## src/rtl/sram_port_arbiter.sv

```systemverilog
// sram_port_arbiter: shares a 16-bit SRAM between IF and MEM, moving each 32-bit word
// as two wait-stated halfword beats with alternating priority on ties.
module sram_port_arbiter #(
    parameter int WAIT_CYCLES = 1,
    parameter int ADDR_W      = 18
) (
    input  logic              clk,
    input  logic              rst,
    input  logic              if_req,
    input  logic [31:0]       if_addr,
    output logic [31:0]       if_rdata,
    output logic              if_ready,
    output logic              if_freeze,
    input  logic              mem_rd_en,
    input  logic              mem_wr_en,
    input  logic [31:0]       mem_addr,
    input  logic [31:0]       mem_wdata,
    output logic [31:0]       mem_rdata,
    output logic              mem_ready,
    output logic              mem_freeze,
    output logic [ADDR_W-1:0] sram_addr,
    output logic [15:0]       sram_dq_out,
    output logic              sram_dq_oe,
    input  logic [15:0]       sram_dq_in,
    output logic              sram_we_n
);
    typedef enum logic [1:0] {IDLE, LOW, HIGH, DONE} state_t;
    localparam int CW = $clog2(WAIT_CYCLES + 2);

    state_t            state_q, state_d;
    logic [CW-1:0]     cnt_q;
    logic              gnt_mem_q, wr_q, last_mem_q;
    logic [ADDR_W-2:0] addr_q;
    logic [31:0]       wdata_q, if_rdata_q, mem_rdata_q;
    logic [15:0]       lo_q;
    logic              if_pend, mem_pend, gnt_mem, beat_end, busy;
    logic              unused;

    assign if_pend  = if_req;
    assign mem_pend = mem_rd_en | mem_wr_en;
    // on a tie the requester that did not win last time gets the SRAM
    assign gnt_mem  = mem_pend & (~if_pend | ~last_mem_q);
    assign beat_end = cnt_q == CW'(WAIT_CYCLES);
    assign unused   = ^{if_addr[31:ADDR_W+1], if_addr[1:0], mem_addr[31:ADDR_W+1], mem_addr[1:0]};

    always_ff @(posedge clk) begin
        if (!rst) begin
            state_q     <= IDLE;
            cnt_q       <= '0;
            gnt_mem_q   <= 1'b0;
            wr_q        <= 1'b0;
            last_mem_q  <= 1'b0;
            addr_q      <= '0;
            wdata_q     <= '0;
            lo_q        <= '0;
            if_rdata_q  <= '0;
            mem_rdata_q <= '0;
        end else begin
            state_q <= state_d;
            cnt_q   <= (state_d != state_q) ? '0 : cnt_q + 1'b1;
            if (state_q == IDLE && (if_pend | mem_pend)) begin
                gnt_mem_q  <= gnt_mem;
                last_mem_q <= gnt_mem;
                wr_q       <= gnt_mem & mem_wr_en;
                addr_q     <= gnt_mem ? mem_addr[ADDR_W:2] : if_addr[ADDR_W:2];
                wdata_q    <= mem_wdata;
            end
            if (state_q == LOW && beat_end && !wr_q)
                lo_q <= sram_dq_in;
            if (state_q == HIGH && beat_end && !wr_q && gnt_mem_q)
                mem_rdata_q <= {sram_dq_in, lo_q};
            if (state_q == HIGH && beat_end && !wr_q && !gnt_mem_q)
                if_rdata_q <= {sram_dq_in, lo_q};
        end
    end

    always_comb begin
        state_d = state_q;
        case (state_q)
            IDLE:    state_d = (if_pend | mem_pend) ? LOW : IDLE;
            LOW:     state_d = beat_end ? HIGH : LOW;
            HIGH:    state_d = beat_end ? DONE : HIGH;
            default: state_d = IDLE;
        endcase
    end

    always_comb begin
        busy        = state_q == LOW || state_q == HIGH;
        sram_dq_oe  = busy & wr_q;
        sram_we_n   = ~(busy & wr_q);
        sram_addr   = {addr_q, state_q == HIGH};
        sram_dq_out = sram_dq_oe ? (state_q == HIGH ? wdata_q[31:16] : wdata_q[15:0]) : 16'h0;
        if_ready    = state_q == DONE && !gnt_mem_q;
        mem_ready   = state_q == DONE && gnt_mem_q;
        if_rdata    = if_rdata_q;
        mem_rdata   = mem_rdata_q;
        if_freeze   = if_req & ~if_ready;
        mem_freeze  = mem_pend & ~mem_ready;
    end
endmodule

```

## config.mk

```make
export PLATFORM = sky130hd
export DESIGN_NAME = sram_port_arbiter
export DESIGN_NICKNAME = d
export VERILOG_FILES = /design/src/rtl/sram_port_arbiter.sv
export SDC_FILE = /design/constraint.sdc
export NUM_CORES = 1
export LEC_CHECK = 0
export ABC_AREA = 1
export BUFFER_PORTS_ARGS = -buffer_cell sky130_fd_sc_hd__buf_2
export CORE_MARGIN = 10
export CORE_UTILIZATION = 48
export CTS_CLUSTER_DIAMETER = 120
export CTS_CLUSTER_SIZE = 14
export DETAILED_ROUTE_END_ITERATION = 8
export PLACE_DENSITY = 0.79
export REMOVE_ABC_BUFFERS = 1
export SETUP_SLACK_MARGIN = 0.2
export SYNTH_ARGS = -nofsm -noshare
export SYNTH_HDL_FRONTEND = slang
export SYNTH_SLANG_ARGS = --single-unit
```

## constraint.sdc

```tcl
create_clock -name clk -period 1.91 [get_ports clk]
set_input_delay 0.382 -clock clk [delete_from_list [all_inputs] [get_ports clk]]
set_output_delay 0.382 -clock clk [all_outputs]
set_load 0.1 [all_outputs]
```

======== After elaboration in Yosys (flattened, before gate mapping) ========
Cells that the tools add are included.
cells by class
  equality and inequality tests ........... 5
  multiplexer cells ....................... 7
  $add $sub $neg .......................... 1
  reductions and logical operators ........ 14
  bitwise gates (word level) .............. 14
operator list
  operator                                              number
  2-to-1 mux 16 bit                                     2
  2-to-1 mux 17 bit                                     1
  logical AND 1 bit                                     9
  inverter 1 bit                                        6
  case mux 2 bit (3 select lines)                       1
  bitwise AND 1 bit                                     5
  equality test 2 x 1 -> 1 bit (second input constant)  2
  equality test 2 bit (second input constant)           2
  bitwise OR 1 bit                                      3
  adder 2 x 1 -> 2 bit (second input constant)          1
  zero test 1 bit                                       2
  zero test 2 bit                                       1
  2-to-1 mux 1 bit                                      2
  2-to-1 mux 2 bit                                      1
  != test 2 bit                                         1
  OR reduction 2 bit                                    1
  logical OR 1 bit                                      1
storage, ports and cells
  flip-flop bits (word level) ............. 135
  word-level logic and storage cells ...... 50
  input port bits ......................... 117

======== Depth between registers and ports, before layout ========
  depth in word-level cells ............... 6
  mapped depth ............................ 11

======== Worst setup path before layout ========
OpenSTA, ideal clock, no wires.
  path kind ............................... reg2out
  from .................................... register state_q[0]
  to ...................................... output port sram_dq_out[10]
  setup slack ............................. -1.860 ns
  cell stages (with the launch flop) ...... 7
  data arrival time ....................... 3.388 ns
  buffers on the path ..................... 2
  path through ............................ dfxtp_1 inv_1 ha_1 buf_4 clkbuf_1 nand2_1 a21oi_1
on the way
  longest elaborated chain between the ends .. 4
  elaborated cells between the ends (all ways) .. 6
  those cells by class .................... eq/ne (2); mux (2); bitwise (1); reduce/logical (1)
ends and longest elaborated chain
  what                     RTL line  text
  start, declared          30        state_t state_q, state_d;
  start signal, assigned   59        state_q <= state_d;
  equality test 2 bit (*)  --
  via sram_addr[0]         21        output logic [ADDR_W-1:0] sram_addr,
  logical OR 1 bit         88        busy = state_q == LOW || state_q == HIGH;
  bitwise AND 1 bit        89        sram_dq_oe = busy & wr_q;
  2-to-1 mux 16 bit (*)    92        sram_dq_out = sram_dq_oe ? (state_q == HIGH ? wdata_q[31:16] : wdata_q[15:0]) : 16'h0;
  end, declared            22        output logic [15:0] sram_dq_out,
The timed path passes the listed nets; every way through them passes the cells marked *.

======== Worst setup path after layout ========
  from .................................... register state_q[1]
  to ...................................... output port sram_dq_out[11]
on the way
  longest elaborated chain between the ends .. 4
  elaborated cells between the ends (all ways) .. 6
  those cells by class .................... eq/ne (2); mux (2); bitwise (1); reduce/logical (1)
ends and longest elaborated chain
  what                                                                        RTL line
  equality test 2 x 1 -> 1 bit / equality test 2 bit (equally long branches)  88, 92
  logical OR 1 bit                                                            88
  bitwise AND 1 bit                                                           89
  2-to-1 mux 16 bit (*)                                                       92
Mark *: on every way between the ends. The rest lies on a longest branch, timed or not.

==> impl_metrics.py <==
metrics = {
    "synthesis": {
        "yosysUniqueCellTypes": 21,
        "synth_top_area_share_pct": 50.3,
        "synth_area_per_cell_um2": 7.56,
        "synth_top_cell_by_area": "dfxtp_1",
        "yosysWarnings": 0,
        "synthMostInstantiatedCell": "nor2_1",
        "synthAdderAreaFrac_pct": 1.40,
        "synth_compound_gate_area_share_pct": 17.3,
        "synthTopCellsByArea": "dfxtp_1 50%, nor2_1 13%, o21ai_0 9.6%, a21oi_1 6.3%, nand2_1 5.1%",
        "yosys_register_bits": 135,
        "synth_area_mm2": 0.00537,
        "synthFlopType": "dfxtp_1",
        "synth_edf_count": 0,
        "synthArstFlopShare_pct": 0,
        "synth-seq-area-share_pct": 50.3,
        "yosys.area_share.simple_pct": 23.3,
        "synth_top_family_by_area": "simple AND/OR/NAND/NOR gates",
        "ys_top_cells_by_count": "188 x nor2_1, 135 x dfxtp_1, 103 x o21ai_0",
        "synth-xor-area-share_pct": 0,
        "netlist_instances": 710,
        "synthMuxAreaShare_pct": 0,
    },
    "global_route": {
        "grt_usage_pct": 20.9,
        "grt_pass1_vias": 5352,
        "grt-ovfl-total": 0,
        "grt_first_pass_wirelength_um": 27400,
        "grt_start_max_net_pins": 45,
        "antenna_found_initial": 3,
    },
    "routing": {
        "drt-total-wl_um": 17300,
        "routed_via_density": 5.17,
        "first_iter_violations": 465,
        "drc": 0,
        "ant_nets": 0,
        "avgRoutedWirePerCell_um": 16.5,
        "first_pass_iters": 5,
        "num_vias": 5442,
    },
    "placement": {
        "place.gp.congestion": 0.803,
        "place_ws_ps": 112,
        "io_buffer_count": 190,
        "dpl.cell_count": 1011,
        "dp_hpwl_um": 10900,
        "dpl-instance-area_mm2": 0.00675,
    },
    "hold_path": {
        "hp-class": "in -> reg",
        "hold_depth": 3,
    },
    "worst_setup_path": {
        "crit_path_max_fanout": 5,
        "cp-end-kind": "output pin",
        "worst_ep_arrival_time_ps": 1850,
        "rr_worst_depth": 8,
        "critPathKind": "reg -> out",
        "cp-start-kind": "flip-flop",
        "cp.required_ps": 1530,
    },
    "power_and_ir_drop": {
        "combPwrFrac_pct": 24.6,
        "sw_frac_of_total_pct": 33.6,
        "switchingPower_mw": 3.02,
        "p_leak_nw": 3.58,
        "seq_power_share_pct": 36.2,
        "power.density_mw_per_mm2": 1130,
        "p_int_mw": 5.96,
        "p_clk_share_pct": 39.2,
        "vdd_drop_max_mv": 1.09,
    },
    "clock_tree": {
        "cts_made_buffers": 17,
        "cts_max_level": 4,
        "clk_pin_slew_ps": 60,
        "clkSinkCount": 135,
        "clkLatencyLatePin_ps": 530,
        "clk_path_buf_depth": 2,
        "cts-root-buf": "clkbuf_8",
        "cts_tree": "done",
    },
    "final_layout": {
        "fin_cells": 1053,
        "fin_area_mm2": 0.00792,
        "nNetsFinal": 1020,
        "fillers": 820,
        "syn_to_final_growth_pct": 47.5,
        "drive_gt1_share_pct": 32.6,
    },
    "floorplanning": {
        "start_util_pct": 49.3,
        "ioPinCount": 221,
        "fp.dieH_um": 126,
        "core_mm2": 0.0109,
        "dieArea_mm2": 0.0158,
        "rows": 38,
        "die_w_um": 126,
    },
    "timing": {
        "final_max_slew_viol_count": 0,
        "fin_skew_ps": 8.34,
        "finalHoldViolations": 0,
        "min_period_ps": 2230,
        "tightest_slew_ps": 711,
        "slew_headroom_pct": 52.5,
        "rsz0062_at_grt": "yes",
        "setup_viol": 22,
        "setup_ws_ps": -320,
        "max_clock_freq_mhz": 448,
        "period_share_pct": 117,
    },
    "run": {
        "max_cap_viol_count": 0,
    },
    "run_status": {
        "violations": "setup timing",
        "outcome": "finished, violations left",
    },
}
==> layout make-up <==
class / instances / area [um^2] / share of cell area [%]
antenna: 3 / 7.51 / 0.0948
clock buffer: 17 / 414 / 5.23
clock inverter: 15 / 225 / 2.84
inverter: 32 / 138 / 1.74
multi-input combinational: 494 / 2520 / 31.9
sequential: 135 / 2710 / 34.2
tap: 140 / 175 / 2.21
timing repair buffer: 217 / 1730 / 21.8
==> layout by cell type, fill, tap and decap left out, types with 3 or more instances in the layout <==
master | Yosys | layout
a21oi_1 | 68 | 52
ha_4 | 0 | 3
clkbuf_16 | 0 | 16
nand2_2 | 2 | 4
clkinvlp_4 | 0 | 4
diode_2 | 0 | 3
ha_1 | 6 | 3
o21ai_0 | 103 | 103
inv_2 | 5 | 6
buf_4 | 8 | 24
dfxtp_1 | 135 | 133
inv_4 | 0 | 3
nand3_1 | 35 | 35
buf_2 | 20 | 131
nand2_1 | 73 | 70
inv_1 | 27 | 21
buf_16 | 0 | 3
clkbuf_4 | 0 | 28
o21ai_1 | 11 | 11
buf_12 | 0 | 28
nor2_1 | 188 | 185
inv_6 | 0 | 4
bufinv_16 | 0 | 5
nor2_4 | 3 | 6
a21oi_4 | 1 | 17
==> power groups by stage <==
stage | Combinational (mW) | Clock, mW | Sequential [mW]
6_report | 2.21 | 3.52 | 3.25
5_1_grt | 2.37 | 3.67 | 3.29
4_1_cts | 2.16 | 3.56 | 3.24
3_5_place_dp | 1.98 | 0 | 3.29
3_3_place_gp | 1.95 | 0 | 3.28
2_1_floorplan | 0.761 | 0 | 3.91
==> flip-flops by register name, summed over array words and instances (netlist names) <==
name	flops
if_rdata	32
mem_rdata	32
wdata_q	32
addr_q	17
lo_q	16
cnt_q	2
state_q	2
last_mem_q	1
wr_q	1
==> routing by layer <==
metal	track usage (%)	vias up	routed length, um	share of wire [%]
met2	37.0	182	8970	52
met3	6.96	47	1220	7.0
li1	-	2681	-	-
met1	21.9	2532	6510	38
met5	0	-	0	0
met4	9.98	0	644	3.7
==> final timing paths <==
check	startpoint	slack (ps)	end
hold reg to reg	cnt_q[0]$_SDFF_PP0_	430	cnt_q[0]$_SDFF_PP0_
hold / removal	mem_addr[17]	80	addr_q[15]$_SDFFE_PN0P_
setup / recovery	state_q[1]$_SDFF_PN0_	-320	sram_dq_out[11]
setup reg to reg	state_q[0]$_SDFF_PN0_	220	if_rdata[23]$_SDFFE_PN0P_
==> worst max-delay path, stage by stage, from the launching register on <==
cell and delay [ps]:
dfxtp_4 380, inv_4 40, ha_4 280, nand2_8 80, buf_16 170, a21oi_4 160
buf_12 200
==> stage by stage <==
stage / hold slack, ps / total power [mW] / utilization (%) / TNS, ps
global route: 86.3 / 9.33 / 72.7 / -6420
finish: 79.5 / 8.98 / 72.7 / -5420
CTS: 63.9 / 8.96 / 71.5 / -5650
detailed placement: 417 / 5.27 / 62.0 / 0
floorplan: 398 / 4.67 / - / -90100
global placement: 410 / 5.23 / 62.0 / 0
==> what timing repair did <==
action                                  4_1_cts  5_1_grt
resized for setup                            76       35
cloned                                        3        0
hold buffers                                  0        0
pin swaps                                     6        6
setup buffers                                 1        3
endpoints found under the setup margin       32      100
==> logic make-up (layout without fill, tap and decap cells) <==
family / after synthesis / after routing
buffers and inverters: 81 / 281
AO/OA/AOI/OAI: 183 / 183
adder cells (fa/ha/maj): 6 / 6
other: 0 / 3
AND/OR/NAND/NOR: 305 / 305
flip-flops: 135 / 135
Power figures use the tool's default switching activity.
